<file path="src/rtl/hazard_pkg.sv">
// Shared types and helpers for the decode-stage hazard/stall controller.
package hazard_pkg;

    localparam int unsigned REG_W = 5;
    localparam int unsigned SEL_W = 2;

    typedef enum logic [1:0] {
        MD_IDLE = 2'd0,
        MD_BUSY = 2'd1,
        MD_DONE = 2'd2
    } md_state_e;

    localparam logic [SEL_W-1:0] FWD_REG = 2'b00;
    localparam logic [SEL_W-1:0] FWD_EX  = 2'b01;
    localparam logic [SEL_W-1:0] FWD_MEM = 2'b10;

    // Forwarding source for one operand; EX wins over MEM, r0 never forwards.
    function automatic logic [SEL_W-1:0] fwd_select(
        input logic [REG_W-1:0] src,
        input logic [REG_W-1:0] ex_dest,
        input logic             ex_reg_write,
        input logic             ex_mem_read,
        input logic [REG_W-1:0] mem_dest,
        input logic             mem_reg_write
    );
        logic [SEL_W-1:0] sel;
        sel = FWD_REG;
        if (ex_reg_write && (ex_dest != '0) && (ex_dest == src) && !ex_mem_read) begin
            sel = FWD_EX;
        end else if (mem_reg_write && (mem_dest != '0) && (mem_dest == src)) begin
            sel = FWD_MEM;
        end
        return sel;
    endfunction

endpackage

</file>
<file path="src/rtl/hazard_stall_controller_md_sequencer.sv">
// Occupancy sequencer for the multi-cycle mult/div unit (IDLE/BUSY/DONE plus down-counter).
module md_sequencer
    import hazard_pkg::*;
#(
    parameter int unsigned MULT_CYCLES = 4,
    parameter int unsigned DIV_CYCLES  = 32,
    parameter int unsigned CNT_W       = 6
) (
    input  logic clk,
    input  logic reset,
    input  logic start,
    input  logic div,
    input  logic stall,
    output logic md_busy,
    output logic md_done
);

    md_state_e        state_q, state_d;
    logic [CNT_W-1:0] cnt_q, cnt_d;
    logic             busy_q, busy_d;
    logic             done_q, done_d;

    always_ff @(posedge clk) begin
        if (!reset) begin
            state_q <= MD_IDLE;
            cnt_q   <= '0;
            busy_q  <= 1'b0;
            done_q  <= 1'b0;
        end else begin
            state_q <= state_d;
            cnt_q   <= cnt_d;
            busy_q  <= busy_d;
            done_q  <= done_d;
        end
    end

    // DONE behaves like IDLE for a new start so back-to-back operations issue without a gap.
    always_comb begin
        state_d = state_q;
        cnt_d   = cnt_q;
        case (state_q)
            MD_IDLE, MD_DONE: begin
                if (start && !stall) begin
                    state_d = MD_BUSY;
                    cnt_d   = div ? CNT_W'(DIV_CYCLES - 1) : CNT_W'(MULT_CYCLES - 1);
                end else begin
                    state_d = MD_IDLE;
                end
            end
            MD_BUSY: begin
                if (cnt_q == '0) begin
                    state_d = MD_DONE;
                end else begin
                    cnt_d = cnt_q - CNT_W'(1);
                end
            end
            default: state_d = MD_IDLE;
        endcase
        busy_d = (state_d == MD_BUSY);
        done_d = (state_d == MD_DONE);
    end

    assign md_busy = busy_q;
    assign md_done = done_q;

endmodule

</file>
<file path="src/rtl/hazard_stall_controller.sv">
// Decode-stage hazard unit: load-use and HI/LO interlocks, operand forwarding, mult/div scheduling.
module hazard_stall_controller
    import hazard_pkg::*;
#(
    parameter int unsigned MULT_CYCLES = 4,
    parameter int unsigned DIV_CYCLES  = 32,
    parameter int unsigned CNT_W       = 6
) (
    input  logic             clk,
    input  logic             reset,
    input  logic [REG_W-1:0] dec_rs,
    input  logic [REG_W-1:0] dec_rt,
    input  logic             dec_uses_rs,
    input  logic             dec_uses_rt,
    input  logic             dec_reads_hilo,
    input  logic             dec_md_start,
    input  logic             dec_md_div,
    input  logic [REG_W-1:0] ex_dest,
    input  logic             ex_reg_write,
    input  logic             ex_mem_read,
    input  logic [REG_W-1:0] mem_dest,
    input  logic             mem_reg_write,
    output logic             pc_en,
    output logic             ifid_en,
    output logic             id_bubble,
    output logic [SEL_W-1:0] fwd_a_sel,
    output logic [SEL_W-1:0] fwd_b_sel,
    output logic             md_busy,
    output logic             md_done,
    output logic [31:0]      stall_count
);

    localparam int unsigned STALL_CNT_W = 32;

    logic                   load_use;
    logic                   md_hold;
    logic                   stall;
    logic [STALL_CNT_W-1:0] stall_count_q, stall_count_d;

    always_comb begin
        load_use = ex_mem_read && (ex_dest != '0) &&
                   ((dec_uses_rs && (ex_dest == dec_rs)) ||
                    (dec_uses_rt && (ex_dest == dec_rt)));
        md_hold  = md_busy && (dec_reads_hilo || dec_md_start);
        stall    = load_use || md_hold;
    end

    // Pipeline controls are combinational; reset forces the free-running, no-forward values.
    always_comb begin
        pc_en     = 1'b1;
        ifid_en   = 1'b1;
        id_bubble = 1'b0;
        fwd_a_sel = FWD_REG;
        fwd_b_sel = FWD_REG;
        if (reset) begin
            fwd_a_sel = fwd_select(dec_rs, ex_dest, ex_reg_write, ex_mem_read,
                                   mem_dest, mem_reg_write);
            fwd_b_sel = fwd_select(dec_rt, ex_dest, ex_reg_write, ex_mem_read,
                                   mem_dest, mem_reg_write);
            if (stall) begin
                pc_en     = 1'b0;
                ifid_en   = 1'b0;
                id_bubble = 1'b1;
            end
        end
    end

    md_sequencer #(
        .MULT_CYCLES (MULT_CYCLES),
        .DIV_CYCLES  (DIV_CYCLES),
        .CNT_W       (CNT_W)
    ) u_md_sequencer (
        .clk     (clk),
        .reset   (reset),
        .start   (dec_md_start),
        .div     (dec_md_div),
        .stall   (stall),
        .md_busy (md_busy),
        .md_done (md_done)
    );

    // Saturating count of frozen-PC cycles.
    always_comb begin
        stall_count_d = stall_count_q;
        if (!pc_en && (stall_count_q != '1)) begin
            stall_count_d = stall_count_q + STALL_CNT_W'(1);
        end
    end

    always_ff @(posedge clk) begin
        if (!reset) begin
            stall_count_q <= '0;
        end else begin
            stall_count_q <= stall_count_d;
        end
    end

    assign stall_count = stall_count_q;

endmodule

</file>
<file path="config.mk">
export PLATFORM = sky130hd
export DESIGN_NAME = hazard_stall_controller
export DESIGN_NICKNAME = d
export VERILOG_FILES = /design/src/rtl/hazard_pkg.sv /design/src/rtl/hazard_stall_controller_md_sequencer.sv /design/src/rtl/hazard_stall_controller.sv
export SDC_FILE = /design/constraint.sdc
export NUM_CORES = 1
export LEC_CHECK = 0
export BUFFER_PORTS_ARGS = -buffer_cell sky130_fd_sc_hd__buf_2
export CORE_AREA = 3 3 76 71
export CTS_BUF_LIST = sky130_fd_sc_hd__clkbuf_4
export CTS_CLUSTER_DIAMETER = 80
export DETAILED_ROUTE_END_ITERATION = 8
export DIE_AREA = 0 0 79 74
export PLACE_DENSITY_LB_ADDON = 0.08
export SLEW_MARGIN = 30
export SYNTH_ARGS = -nofsm -noshare
export SYNTH_HDL_FRONTEND = slang
export SYNTH_HIERARCHICAL = 1
export SYNTH_SLANG_ARGS = --single-unit
export TNS_END_PERCENT = 50
</file>
<file path="constraint.sdc">
create_clock -name clk -period 3.7 [get_ports clk]
set_input_delay 1.11 -clock clk [delete_from_list [all_inputs] [get_ports clk]]
set_output_delay 1.11 -clock clk [all_outputs]
set_load 0.03 [all_outputs]
</file>
After elaboration in Yosys (flattened, before gate mapping)
Cells that the tools add are included.
{"block": "classes", "add_sub_neg": 2, "n_eq_ne": 11, "muxes": 17, "reduce_logical": 28}
{"operator": "adder 32 x 1 -> 32 bit (second input constant)", "n": 1}
{"operator": "inequality test 32 bit (second input constant)", "n": 1}
{"operator": "equality test 5 bit", "n": 4}
{"operator": "logical AND 1 bit", "n": 15}
{"operator": "two-way mux 2 bit", "n": 7}
{"operator": "two-way mux 6 bit", "n": 2}
{"operator": "one-hot mux 6 bit (2 select lines)", "n": 1}
{"operator": "nonzero test 5 bit", "n": 2}
{"operator": "zero test 6 bit", "n": 1}
{"operator": "subtractor 6 x 1 -> 6 bit (second input constant)", "n": 1}
{"operator": "two-way mux 1 bit", "n": 5}
{"operator": "two-way mux 5 bit", "n": 1}
{"operator": "equality test 2 x 1 -> 1 bit (second input constant)", "n": 2}
{"operator": "equality test 2 bit (second input constant)", "n": 2}
{"operator": "one-hot mux 2 bit (2 select lines)", "n": 1}
{"operator": "zero test 1 bit", "n": 3}
{"operator": "logical OR 1 bit", "n": 3}
{"operator": "AND reduction 3 bit", "n": 1}
{"operator": "zero test 2 bit", "n": 1}
{"operator": "inequality test 2 x 1 -> 1 bit (second input constant)", "n": 1}
{"operator": "inequality test 2 bit (second input constant)", "n": 1}
{"operator": "nonzero test 2 bit", "n": 1}
{"operator": "OR reduction 2 bit", "n": 1}
{"block": "word_totals", "regBits": 42, "in_bits": 30, "out_inout_bits": 41, "elab_cells": 63}

Depth between registers and ports, before layout
Gate-level depths: netlist of the first run.
{"block": "logic_depth", "word_depth": 10, "depth_mapped": 11, "depth_no_buf": 10}

Hierarchy
The synthesis of the first run kept the hierarchy.
{"mod": "hazard_stall_controller", "instances": 1, "cells_each": 240, "area_per_inst_um2": 1945.6, "seq_area_each_um2": 640.6}
{"mod": "md_sequencer", "instances": 1, "cells_each": 59, "area_per_inst_um2": 545.5, "seq_area_each_um2": 200.2}

Worst setup path before layout of the first run
No wires, ideal clock.
{"block": "synth_timing", "path_type": "input -> output", "startpoint": "input ex_dest[1]", "endpoint": "output pc_en", "t_arrival_ns": 3.191, "required_time_ns": 2.590, "setup_slack_ns": -0.601, "cell_stages": 9, "path_buffers": 2, "cell_sequence": "xnor2_1 > o221ai_2 > nor4_4 > a22oi_1 > o21a_1 > buf_2 > nor2_1 > inv_1 > buf_4"}
{"block": "synth_between", "elab_chain_len": 7}
{"element": "start: declaration", "line": "hazard_stall_controller.sv:18", "source": "input logic [REG_W-1:0] ex_dest,"}
{"element": "equality test 5 bit, on equally long branches", "line": "hazard_stall_controller.sv:42, hazard_stall_controller.sv:43"}
{"element": "logical AND 1 bit, on equally long branches", "line": "hazard_stall_controller.sv:42, hazard_stall_controller.sv:43"}
{"element": "logical OR 1 bit", "line": "hazard_stall_controller.sv:42", "source": "((dec_uses_rs && (ex_dest == dec_rs)) ||"}
{"element": "logical AND 1 bit *", "line": "hazard_stall_controller.sv:41", "source": "load_use = ex_mem_read && (ex_dest != '0) &&"}
{"element": "logical OR 1 bit *", "line": "hazard_stall_controller.sv:45", "source": "stall = load_use || md_hold;"}
{"element": "two-way mux 1 bit * (2 in series)"}
{"element": "end: declaration", "line": "hazard_stall_controller.sv:23", "source": "output logic pc_en,"}
Mark *: on every way between the ends. The rest lies on a longest branch, timed or not.

Worst setup path after layout of the first run
{"block": "layout_timing", "startpoint": "input ex_dest[1]", "endpoint": "output id_bubble"}
{"block": "layout_between", "elab_chain_len": 7}
{"element": "equality test 5 bit, on equally long branches", "line": "hazard_stall_controller.sv:42, hazard_stall_controller.sv:43"}
{"element": "logical AND 1 bit, on equally long branches", "line": "hazard_stall_controller.sv:42, hazard_stall_controller.sv:43"}
{"element": "logical OR 1 bit", "line": "hazard_stall_controller.sv:42"}
{"element": "logical AND 1 bit *", "line": "hazard_stall_controller.sv:41"}
{"element": "logical OR 1 bit *", "line": "hazard_stall_controller.sv:45"}
{"element": "two-way mux 1 bit *", "line": "hazard_stall_controller.sv:60", "source": "if (stall) begin"}
{"element": "two-way mux 1 bit *", "line": "hazard_stall_controller.sv:55", "source": "if (reset) begin"}
{"element": "end: declaration", "line": "hazard_stall_controller.sv:25", "source": "output logic id_bubble,"}
Marks and branches as above.

==> results.toml, run 1 <==
[job]
max_cap_violations = 0

[setup_path]
slowest_stage = "nor4_4"
path_cells = "buf_2, xnor2_4, o221ai_2, nor4_4, a22oi_1, o21a_2, nor2_4, buf_4"
cp.arrival_ps = 2490
start_kind = "input pin"
max_stage_delay_ps = 300
cp_max_fo = 3
critPathRequiredTime_ps = 2590
reg2reg_slack_ps = 1270
endpoint_kind = "primary output"
path_class = "in2out"

[global_routing]
grt_pass1_vias = 2167
grt_max_degree = 28
grt_pass1_wl_um = 9920
track_usage_pct = 20.9
antenna_found_initial = 0
grt-ovfl-total = 0

[placement]
hpwlAfterDp_um = 4550
portBuffers = 70
place.gp.congestion = 0.759
dp.cells = 432

[min_path]
hold_path_class = "reg2reg"

[timing]
setup-violations-final = 0
max_freq_mhz = 278
relSlewSlack_pct = 62.5
post-route-min-period_ps = 3600
finalSetupTns_ps = 0
final_hold_viol_count = 0
fin_hold_ws_ps = 486
final_min_period_over_clock_period_pct = 97.3
rsz0062_at_grt = "true"
slew_viol_final = 0
tightest_slew_ps = 561
fin_skew_ps = 11.2

[logic_synthesis]
postSynthAreaPerCell_um2 = 8.33
yosys_warnings = 6
synth-seq-cells = 42
synth_fp_nets = 332
ys.flop_type = "dfxtp_1"
ys_seq_area_share_pct = 33.8
synth-edff-count = 0
async_reset_ff_share_pct = 0
mappedNetlistArea_um2 = 2490
synthCells = 299
synth_cell_type_count = 55

[routing]
wl_met2_um = 2590
drc = 0
vias = 2540
wirelength_met1_um = 2980
drtAntennaViolNets = 0
routed_wl_um = 6040
wl_met3_um = 405
drt_iter0_markers = 144
viasPerCell = 5.77
wl_per_cell_um = 13.7
drt_first_pass_iters = 4
highest_layer = "met4"

[finish]
n_antenna_cell = 0
final_cells = 440
fillers = 452
layout-drive-gt1-share_pct = 28.5
syn2layout_area_growth_pct = 21.9
layout_common_cells = "buf_2, dfxtp_1, a21oi_1"
nNetsFinal = 407
layout_commonest_cell = "buf_2"

[clock_tree]
numCtsBuffers = 5
cts_tree = "yes"
clock-sinks = 42
cts_max_path_buffers = 2
clk_latency_ps = 350
path_clk_slew_ps = 120
cts_max_level = 2
cts-root-buf = "clkbuf_4"

[die]
start_util_pct = 52.5
core_um2 = 4740
num_rows = 24
dieArea_um2 = 5850
boundaryPins = 71
die_w_um = 79
dieHeight_um = 74

[power_and_ir_drop]
power_density_nw_per_um2 = 369
max-vdd-ir-drop_mv = 0.226
finalPower_mw = 1.12
leakagePower_nw = 1.21

[run_status]
outcome = "finished, final reports clean"
==> power breakdown <==
group	internal [mW]	switching [mW]	leakage [nW]	total, mW
registers	0.483	0.0292	0.340	0.513
logic	0.164	0.220	0.845	0.384
clock network	0.0708	0.152	0.0286	0.223
total	0.718	0.402	1.21	1.12
==> layout make-up <==
class                      count  area (um2)  area share [%]
multi-input combinational    235        1570            51.6
clock buffer                   5        37.5            1.24
sequential                    42         841            27.7
clock inverter                 3        16.3           0.535
inverter                      10        42.5            1.40
timing repair buffer          80         453            14.9
tap                           65        81.3            2.68
==> worst paths after layout <==
check	startpoint	endpoint	depth (start not counted)
setup / recovery	ex_dest[1]	id_bubble	8
hold / removal	u_md_sequencer/cnt_q[4]$_SDFFE_PN0P_	u_md_sequencer/cnt_q[4]$_SDFFE_PN0P_	2
setup reg to reg	stall_count[0]$_SDFFE_PN0P_	stall_count[27]$_SDFFE_PN0P_	8
hold reg to reg	u_md_sequencer/cnt_q[4]$_SDFFE_PN0P_	u_md_sequencer/cnt_q[4]$_SDFFE_PN0P_	2
==> per-stage QoR <==
step / util (%) / setup slack [ps] / cell area, um2
3_5_place_dp: 62.6 / -41.2 / 2970
2_1_floorplan: - / -23.7 / 2530
3_3_place_gp: 62.6 / -2.29 / 2970
4_1_cts: 63.7 / 33.3 / 3020
5_1_grt: 64.0 / -11.9 / 3040
6_report: 64.0 / 100 / 3040
==> registers in the layout, summed over array words and instances, names as in the netlist <==
signal	count
stall_count	32
u_md_sequencer/cnt_q	6
u_md_sequencer/md_busy	1
u_md_sequencer/md_done	1
u_md_sequencer/state_q	2
==> synth_stat cells, types with 2 or more instances <==
cell	number	share of area, %
buf_6	2	0.90
and2_1	3	0.75
or3_1	16	4.0
nor4_1	4	1.0
a22oi_1	3	0.90
xor2_1	11	3.9
nor2_1	11	1.7
o211ai_1	3	0.90
a21oi_1	31	6.2
or4_1	9	2.7
buf_4	3	0.90
clkbuf_1	5	0.75
nand4_1	8	2.0
o21a_1	4	1.2
o31a_1	2	0.70
ha_1	3	1.5
nor3_1	5	1.0
o21ai_1	6	1.2
inv_1	9	1.4
nand3_1	21	4.2
o211a_1	2	0.80
o2bb2ai_1	3	1.1
dfxtp_1	42	34
buf_2	2	0.40
o31ai_1	8	2.4
nand2_2	2	0.50
xnor2_1	8	2.8
nand2b_1	3	0.75
o21ai_0	13	2.6
and3_1	8	2.0
nand2_1	21	3.2
and4_1	3	1.1
mux2i_1	3	1.2
==> routing by layer <==
layer | track usage, % | up-vias
li1 | - | 1279
met1 | 29.5 | 1167
met2 | 32.1 | 85
met3 | 5.45 | 9
met4 | 5.53 | 0
met5 | 0 | -
==> kinds of logic (layout without fill, tap and decap cells) <==
logic type / after synthesis / count (layout) / synth area share, %
adder cells (fa/ha/maj): 3 / 3 / 1.51
XOR/XNOR: 19 / 19 / 6.68
flip-flops: 42 / 42 / 33.8
AO/OA/AOI/OAI: 84 / 84 / 22.5
multiplexers: 3 / 3 / 1.21
AND/OR/NAND/NOR: 126 / 126 / 29.9
buffers and inverters: 22 / 98 / 4.47
==> worst max-delay path, delay by kind of cell <==
kind | cells | cell delay [ps]
compound gates | 3 | 500
buf+inv | 2 | 310
simple gates | 2 | 410
xor+xnor | 1 | 150
==> what timing repair did <==
item,4_1_cts,5_1_grt
setup buffers,0,0
setup endpoints to repair,2,3
pin swaps,0,4
hold buffers,0,0
gates resized for setup,1,9
Power figures use the tool's default switching activity.
==> inputs of run 2 (changes only) <==
- MAX_ROUTING_LAYER: default -> met4
==> run 2 against run 1 <==
Against the previous run: power hardly changed; final cell count did not move; routed wire length decreased by 0.53%; worst setup slack about the same; critical path type unchanged; count of clock-buffer cells in the layout stayed put; critical path depth stayed put; highest routed layer unchanged; sequential power barely moved.
==> results.toml, run 2 (synthesized netlist as in run 1, its figures left out) <==
[run_status]
outcome = "finished, final reports clean"

[die]
dieArea_um2 = 5850
core_um2 = 4740
boundaryPins = 71
start_util_pct = 52.5
dieHeight_um = 74
num_rows = 24
die_w_um = 79

[clock_tree]
clk_latency_ps = 350
cts-root-buf = "clkbuf_4"
numCtsBuffers = 5
path_clk_slew_ps = 120
cts_max_level = 2
clock-sinks = 42
cts_tree = "yes"
cts_max_path_buffers = 2

[timing]
post-route-min-period_ps = 3600
rsz0062_at_grt = "true"
slew_viol_final = 0
final_hold_viol_count = 0
relSlewSlack_pct = 62.8
finalSetupTns_ps = 0
final_min_period_over_clock_period_pct = 97.3
fin_hold_ws_ps = 486
fin_skew_ps = 8.60
tightest_slew_ps = 555
layout_setup_ws_ps = 100
setup-violations-final = 0
max_freq_mhz = 278

[global_routing]
grt_max_degree = 28
track_usage_pct = 21.6
grt_pass1_wl_um = 9920
grt_pass1_vias = 2166
antenna_found_initial = 0
grt-ovfl-total = 0

[setup_path]
cp.arrival_ps = 2490
critPathRequiredTime_ps = 2590
slowest_stage = "nor4_4"
endpoint_kind = "primary output"
start_kind = "input pin"
path_cells = "buf_2, xnor2_4, o221ai_2, nor4_4, a22oi_1, o21a_2, nor2_4, buf_4"
cp_max_fo = 3
path_class = "in2out"
max_stage_delay_ps = 300

[finish]
syn2layout_area_growth_pct = 21.9
largest_reg_flops = 32
nNetsFinal = 407
layout_common_cells = "buf_2, dfxtp_1, a21oi_1"
n_antenna_cell = 0
fillers = 452
layout-drive-gt1-share_pct = 28.5
layout_commonest_cell = "buf_2"
final_util_pct = 64.0

[power_and_ir_drop]
power_density_nw_per_um2 = 368
max-vdd-ir-drop_mv = 0.224
leakagePower_nw = 1.21
finalPower_mw = 1.12

[routing]
wl_met3_um = 407
wl_per_cell_um = 13.7
drtAntennaViolNets = 0
vias = 2554
routed_wl_um = 6010
wirelength_met1_um = 2900
drc = 0
highest_layer = "met4"
wl_met2_um = 2640
drt_first_pass_iters = 5
viasPerCell = 5.80
drt_iter0_markers = 146

[job]
max_cap_violations = 0

[min_path]
hold_path_class = "reg2reg"

[placement]
place.gp.congestion = 0.769
hpwlAfterDp_um = 4550
portBuffers = 70
pre_cts_ws_ps = -41.2
## run 2: path summary, 6_finish.rpt
| kind | from | endpoint | slack [ps] | cells after the start |
|---|---|---|---|---|
| worst max register to register | stall_count[0]$_SDFFE_PN0P_ | stall_count[27]$_SDFFE_PN0P_ | 1290 | 8 |
| worst max-delay path | ex_dest[1] | id_bubble | 100 | 8 |
| worst min register to register | stall_count[23]$_SDFFE_PN0P_ | stall_count[23]$_SDFFE_PN0P_ | 490 | 2 |
| worst min-delay path | stall_count[23]$_SDFFE_PN0P_ | stall_count[23]$_SDFFE_PN0P_ | 490 | 2 |
## run 2: worst max-delay path, delay by kind of cell
family | cells | cell delay, ps
compound gates | 3 | 500
xor+xnor | 1 | 150
buf+inv | 2 | 310
simple gates | 2 | 410
## run 2: repair_timing
action                     4_1_cts  5_1_grt
gates cloned                     0        0
gates resized for setup          1        9
hold buffers                     0        0
setup endpoints to repair        2        3
setup buffers                    0        0
pin swaps                        0        4
## run 2: layout make-up
class                           instances  area (um2)  share of cell area (%)
Multi-Input combinational cell        235        1570                    51.6
Sequential cell                        42         841                    27.7
Timing Repair Buffer                   80         453                    14.9
Tap cell                               65        81.3                    2.68
Inverter                               10        42.5                    1.40
Clock buffer                            5        37.5                    1.24
Clock inverter                          3        16.3                   0.535
## run 2: power by group
group,leakage [nW],internal (mW),total [mW],switching [mW]
Combinational,0.845,0.164,0.384,0.220
Clock,0.0286,0.0708,0.222,0.152
Sequential,0.340,0.483,0.513,0.0292
Total,1.21,0.718,1.12,0.401
## run 2: through the flow
step           cells  cell area, um2
3_3_place_gp     432            2970
6_report         440            3040
4_1_cts          440            3020
3_5_place_dp     432            2970
5_1_grt          440            3040
2_1_floorplan    299            2530
## run 2: metal layers
layer | up-vias | track usage, %
met3 | 9 | 5.08
met2 | 84 | 32.1
met1 | 1180 | 29.7
met5 | - | -
li1 | 1281 | -
met4 | 0 | 5.53
==> inputs of run 3 (changes only) <==
- CORE_AREA: 3 3 76 71 -> 2 2 75 70
- DIE_AREA: 0 0 79 74 -> 0 0 77 72
==> run 3 against run 2 <==
Against the previous run: fmax down 1.1%; first-iteration DRC count down 18%; sequential cell count unchanged; via count down 1.6%; global-route usage up 1.0 points; largest cell class unchanged; largest power group unchanged.
==> results.toml, run 3 (synthesized netlist as in run 1, its figures left out) <==
[timing]
relSlewSlack_pct = 61.6
final_hold_viol_count = 0
slew_viol_final = 0
tightest_slew_ps = 573
finalSetupTns_ps = 0
post-route-min-period_ps = 3640
final_min_period_over_clock_period_pct = 98.4
max_freq_mhz = 275
setup-violations-final = 0
fin_skew_ps = 17.1
rsz0062_at_grt = "false"

[setup_path]
worstRegToRegCells = 8
endpoint_kind = "primary output"
critPathRequiredTime_ps = 2590
start_kind = "input pin"
path_cells = "buf_2, xnor2_4, o221ai_2, nor4_4, a22oi_1, o21a_1, nor2_4, clkbuf_4"
reg2reg_to = "stall_count[1]$_SDFFE_PN0P_"
cp_max_fo = 3
max_stage_delay_ps = 280
cp.arrival_ps = 2530
r2r_start = "stall_count[8]$_SDFFE_PN0P_"
slowest_stage = "nor4_4"
reg2reg_slack_ps = 1210
cp_top_family = "compound AO/OA/AOI/OAI gates"
crit_buf_inv = 2
path_class = "in2out"

[run_status]
outcome = "finished, final reports clean"

[placement]
dp.cells = 432
portBuffers = 70
place_area_um2 = 2970
place.gp.congestion = 0.828
hpwlAfterDp_um = 4430

[clock_tree]
clk_latency_ps = 350
cts_max_level = 2
clock-sinks = 42
cts_max_path_buffers = 2
cts-root-buf = "clkbuf_4"
path_clk_slew_ps = 130
cts_tree = "yes"
numCtsBuffers = 5

[die]
core_um2 = 4740
boundaryPins = 71
dieHeight_um = 72
start_util_pct = 52.5
die_w_um = 77
num_rows = 24
dieArea_um2 = 5540

[power_and_ir_drop]
power_density_nw_per_um2 = 394
max-vdd-ir-drop_mv = 0.202
finalPower_mw = 1.20
leakagePower_nw = 1.22

[finish]
multi_input_area_um2 = 1570
layout_common_cells = "buf_2, dfxtp_1, a21oi_1"
stdcell_area_um2 = 3050
nNetsFinal = 407
largest_reg_flops = 32
final_util_pct = 64.3
layout-drive-gt1-share_pct = 28.5
fillers = 445
final_cells = 440
syn2layout_area_growth_pct = 22.6
layout_commonest_cell = "buf_2"
register_area_um2 = 841
n_antenna_cell = 0

[routing]
drc = 0
viasPerCell = 5.71
drt_iter0_markers = 120
drtAntennaViolNets = 0
routed_wl_um = 5870
drt_first_pass_iters = 5
wl_per_cell_um = 13.3
vias = 2512

[global_routing]
grt_pass1_vias = 2217
grt-ovfl-total = 0
antenna_found_initial = 0
track_usage_pct = 22.6
grt_max_degree = 28
grt_pass1_wl_um = 10100

[min_path]
hold_path_class = "reg2reg"
holdPathStages = 2
min_from = "u_md_sequencer/cnt_q[4]$_SDFFE_PN0P_"
whs_endpoint = "u_md_sequencer/cnt_q[4]$_SDFFE_PN0P_"

[job]
max_cap_violations = 0
## run 3: changes by cell type in the layout (fill, tap and decap cells not counted)
cell        before  now
buf_6            2    0
buf_4           10    9
o21a_1           3    4
bufinv_16        0    1
clkinvlp_4       1    0
o21a_2           1    0
clkinv_2         1    0
clkinv_1         1    0
buf_2           67   69
clkbuf_4         5    8
## run 3: cell type report
cell class | count | area share [%]
well taps | 65 | 2.66
inverters | 10 | 1.39
clock buffers | 7 | 1.72
repair buffers | 80 | 14.4
clock inverters | 1 | 0.984
flip-flops and latches | 42 | 27.5
multi-input cells | 235 | 51.3
## run 3: per-layer routing
layer	GRT usage [%]	wire [um]	vias to the layer above	part of all wire (%)
met2	36.5	2640	73	45
met1	29.6	2850	1155	49
met4	5.36	57	0	0.97
met5	-	0	-	0
li1	-	-	1277	-
met3	4.48	321	7	5.5
## run 3: worst max path at each step
stage                            to  startpoint  cells after the start
after floorplan               pc_en  ex_dest[0]                      8
after global placement        pc_en  ex_dest[1]                      7
after detailed placement      pc_en  ex_dest[1]                      7
after CTS                 id_bubble  ex_dest[1]                      8
after global routing      id_bubble  ex_dest[1]                      8
final                     id_bubble  ex_dest[1]                      8
## run 3: what timing repair did
action,4_1_cts,5_1_grt
buffers inserted,0,0
hold buffers,0,0
pin swaps,0,2
setup endpoints to repair,2,2
gates resized for setup,1,1
## run 3: worst min-delay path, stage by stage (launching register included)
cell	delay [ps]
dfxtp_1	350
nand2_1	60
o2bb2ai_1	50
## run 3: power breakdown
part | leakage, nW | total (mW) | internal [mW] | switching, mW
Clock | 0.0463 | 0.308 | 0.158 | 0.150
Sequential | 0.340 | 0.512 | 0.483 | 0.0290
Combinational | 0.838 | 0.381 | 0.160 | 0.221
Total | 1.22 | 1.20 | 0.802 | 0.400
## run 3: metrics by stage
| step | setup WS, ps | hold slack [ps] |
|---|---|---|
| 2_1_floorplan | -23.7 | 441 |
| 3_3_place_gp | -2.81 | 462 |
| 3_5_place_dp | -26.6 | 470 |
| 4_1_cts | 39.5 | 490 |
| 5_1_grt | 14.8 | 514 |
| 6_report | 58.5 | 493 |
